==> config.mk <==
export PLATFORM = sky130hd
export DESIGN_NAME = forwarding_unit
export DESIGN_NICKNAME = d
export VERILOG_FILES = /design/src/rtl/forwarding_unit.sv
export SDC_FILE = /design/constraint.sdc
export NUM_CORES = 1
export LEC_CHECK = 0
export ABC_AREA = 1
export BUFFER_PORTS_ARGS = -buffer_cell sky130_fd_sc_hd__clkbuf_2
export CAP_MARGIN = 30
export CORE_ASPECT_RATIO = 1.1
export CORE_MARGIN = 8
export CORE_UTILIZATION = 35
export CTS_CLUSTER_DIAMETER = 80
export DETAILED_ROUTE_END_ITERATION = 10
export PLACE_DENSITY_LB_ADDON = 0.1
export SLEW_MARGIN = 20
export SYNTH_ARGS = -nofsm -noshare
export SYNTH_HDL_FRONTEND = slang
export SYNTH_SLANG_ARGS = --single-unit
==> constraint.sdc <==
create_clock -name clk -period 0.9 [get_ports clk]
set_input_delay 0.18 -clock clk [delete_from_list [all_inputs] [get_ports clk]]
set_output_delay 0.18 -clock clk [all_outputs]
set_load 0.05 [all_outputs]
==> src/rtl/forwarding_unit.sv <==
// EX-stage data-hazard forwarding selector for the 16-register pipeline.
// Picks the youngest in-flight producer of each ALU source operand, or the register file.
module forwarding_unit (
  input  logic       clk,
  input  logic       rst,
  input  logic       xm_regwrite,
  input  logic       mw_regwrite,
  input  logic       xm_memread,
  input  logic [3:0] xm_rd,
  input  logic [3:0] xm_rt,
  input  logic [3:0] mw_rd,
  input  logic [3:0] dx_rs,
  input  logic [3:0] dx_rt,
  output logic [1:0] forwarda,
  output logic [2:0] forwardb
);

  typedef enum logic [1:0] {
    SRC_RF   = 2'd0,
    SRC_MW   = 2'd1,
    SRC_XM   = 2'd2,
    SRC_LOAD = 2'd3
  } src_e;

  // A two-state flag starts at 0, so the selects read register file from time zero.
  bit armed;

  // NOTE: sequential state is updated with non-blocking assignments so every
  // flop samples the pre-edge value of its inputs.
  always_ff @(posedge clk) begin
    if (rst) armed <= 1'b0;
    else     armed <= 1'b1;
  end

  // An X on any compared input makes its condition non-true, so it falls through to SRC_RF.
  function automatic src_e pick_source(input logic [3:0] src);
    pick_source = SRC_RF;
    if (src != 4'd0) begin
      if (xm_memread && (xm_rt == src))       pick_source = SRC_LOAD;
      else if (xm_regwrite && (xm_rd == src)) pick_source = SRC_XM;
      else if (mw_regwrite && (mw_rd == src)) pick_source = SRC_MW;
    end
  endfunction

  src_e src_a;
  src_e src_b;

  always_comb begin
    // NOTE: every output gets a default first so no path through this block
    // leaves a value unassigned, which would otherwise infer a latch.
    src_a = SRC_RF;
    src_b = SRC_RF;
    if (armed) begin
      src_a = pick_source(dx_rs);
      src_b = pick_source(dx_rt);
    end
  end

  assign forwarda = src_a;

  // Operand B's mux is one-hot, so the load source moves to bit 2.
  always_comb begin
    forwardb = 3'b000;
    case (src_b)
      SRC_MW:   forwardb = 3'b001;
      SRC_XM:   forwardb = 3'b010;
      SRC_LOAD: forwardb = 3'b100;
      default:  forwardb = 3'b000;
    endcase
  end

endmodule

==> run metrics <==
pre-CTS setup slack=-580 ps; Hold Buf Count CTS=0; initial antenna violation count=0; setup ws final=-530 ps; fin nets=177; Residual DRC=0; Startpoint Class=primary input; die span in x=52.1 um; setup violators final=5; cell chain of the critical path=buf_4 > inv_2 > nand2_1 > nand2_1 > inv_2 > nand4_1 > nand2_4 > buf_4 > nor2_4 > buf_12; commonest non-fill, non-tap cell in the layout=nand2_1; final wirelength=3190 um; Final Cell Area=1280 sq um; leakage power=0.623 nW; vias per inst=5.78; post-route insts no fill=166; pwr dens=517 nW/um^2; Pre-antenna DRT Iters=5; syn_nets=131; largest net degree at the start of global routing=7; synthesis-stage register bit count=1; number of diodes=0; I/O Buffers=29; Mapped Avg Cell Area=4.72 sq um; Min-Delay Path Depth=2; most frequent cells in the layout=23 x nand2_1, 15 x buf_4, 10 x nor2_2, 9 x clkbuf_2, 8 x nand2_4; failing checks=setup timing; Die Ht=55.7 um; Buffers & Inverters on Critical Path=5; post-route minimum period=1430 ps; GP Congestion=0.857; CP arrival=1250 ps; die area=2900 sq um; Seq. cell area=20.0 sq um; unrepaired setup endpoints after global routing=yes; Hold EP=armed; Hold WC Path Type=primary input to flip-flop; Cell variety after synth=18; CP peak stage delay=160 ps; Slew Limit Fails=0; layout cells sized above 1=69.3%; Critical Path Fanout Max=3; area occupied by multi-input gates=619 sq um; Rows=14; vias in the first global route=945; dpl cell area=918 sq um; Biggest register=armed; DR WL/cell=19.2 um; # Max-Cap Violations=0; critical path capture point type=output port; final period utilization=159%; initial drt markers=48; GR Overflow Total=0; first-pass GRT wire length=3730 um; Slowest-stage cell, CP=nand4_1; Routed Antenna Nets=0; Core Region=1350 sq um; Fin Setup TNS=-2450 ps; required time of the critical path=720 ps; critical path type=primary input to output port; Synth-to-Final Area Change=156%; Final Hold Fails=0; VDD IR max=0.405 mV; top flop regs=armed x1; cell count after synthesis=106; Crit path max-delay family=buffers and inverters; Mapped Area=500 sq um; worst-margin pin slew=427 ps; worst hold slack=325 ps; DR vias=960; sequential share of the synthesized area=4.00%; GRT Util Overall=15.3%; Fmax=699 MHz; Fillers=37; Synth top area share=27.0%; Synth area leader=nand2_1; Area contributors post-synth=nand2_1 27%, inv_1 12%, nor2_1 12%, xnor2_1 8.8%, nand3_1 7.0%; Starting Density=37.1%; status=finished with violations; min-delay src=rst; I/O Pins=30; max reg flops=1; placed insts=161; Slew headroom=71.4%; CTS clk-pin slew, worst paths=0 ps; synth warn=0; Post-DP HPWL=1580 um
-- per-stage QoR --
| step | util (%) | total power [mW] |
|---|---|---|
| 2_1_floorplan | - | 0.263 |
| 3_3_place_gp | 68.1 | 0.433 |
| 3_5_place_dp | 68.1 | 0.441 |
| 4_1_cts | 83.6 | 0.528 |
| 5_1_grt | 94.9 | 0.687 |
| 6_report | 94.9 | 0.662 |
-- cell usage after synthesis --
cell type and instances:
nor2_2 2, a21oi_1 5, nand4_1 1, inv_1 16
xnor2_1 5, o21ai_0 2, nor2_1 16, dfxtp_1 1
o211ai_1 2, clkinv_1 1, nand3_1 7, o21a_2 1
a21boi_0 1, nor3_1 1, o21ai_1 4, nand3_4 1
inv_2 4, nand2_1 36
-- cells by family (layout without fill, tap and decap cells) --
group | after synthesis | count (layout) | share of synthesized area, %
flip-flops | 1 | 1 | 4.00
XOR/XNOR | 5 | 5 | 8.75
AND/OR/NAND/NOR | 64 | 64 | 54.2
AO/OA/AOI/OAI | 15 | 15 | 17.2
buffers and inverters | 21 | 65 | 15.7
-- routing by layer --
metal  up-vias  global-route usage (%)  wire [um]
met4         0                    4.94        206
met3        26                    3.48        311
met1       427                    14.8       1020
met5         -                       0          0
met2        85                    29.4       1650
li1        422                       -          -
-- how the worst max path moves through the flow --
| stage | startpoint | end | slack [ps] | cells past startpoint |
|---|---|---|---|---|
| after CTS | dx_rt[1] | forwardb[2] | -430 | 10 |
| after detailed placement | dx_rt[2] | forwardb[2] | -580 | 6 |
| after floorplan | xm_rt[0] | forwardb[1] | -270 | 6 |
| final | xm_rt[1] | forwardb[0] | -530 | 10 |
| after global placement | dx_rt[2] | forwardb[2] | -550 | 6 |
| after global routing | dx_rt[1] | forwardb[1] | -560 | 10 |
-- final cells by class --
class	count	share of cell area, %
multi-input combinational	84	48.4
timing repair buffer	44	37.8
inverter	21	10.7
sequential	1	1.56
tap	16	1.56
-- report_power, final --
| part | switching, mW | internal (mW) | total (mW) |
|---|---|---|---|
| clock network | 0 | 0 | 0 |
| registers | 0.00141 | 0.0477 | 0.0491 |
| logic | 0.323 | 0.290 | 0.613 |
-- what timing repair did --
item,in CTS,in global routing
endpoints found under the setup margin,5,5
gates resized for setup,41,54
cloned,0,0
buffers inserted,2,3
pin swaps,14,22
No activity file was read; power rests on OpenSTA's default activity.
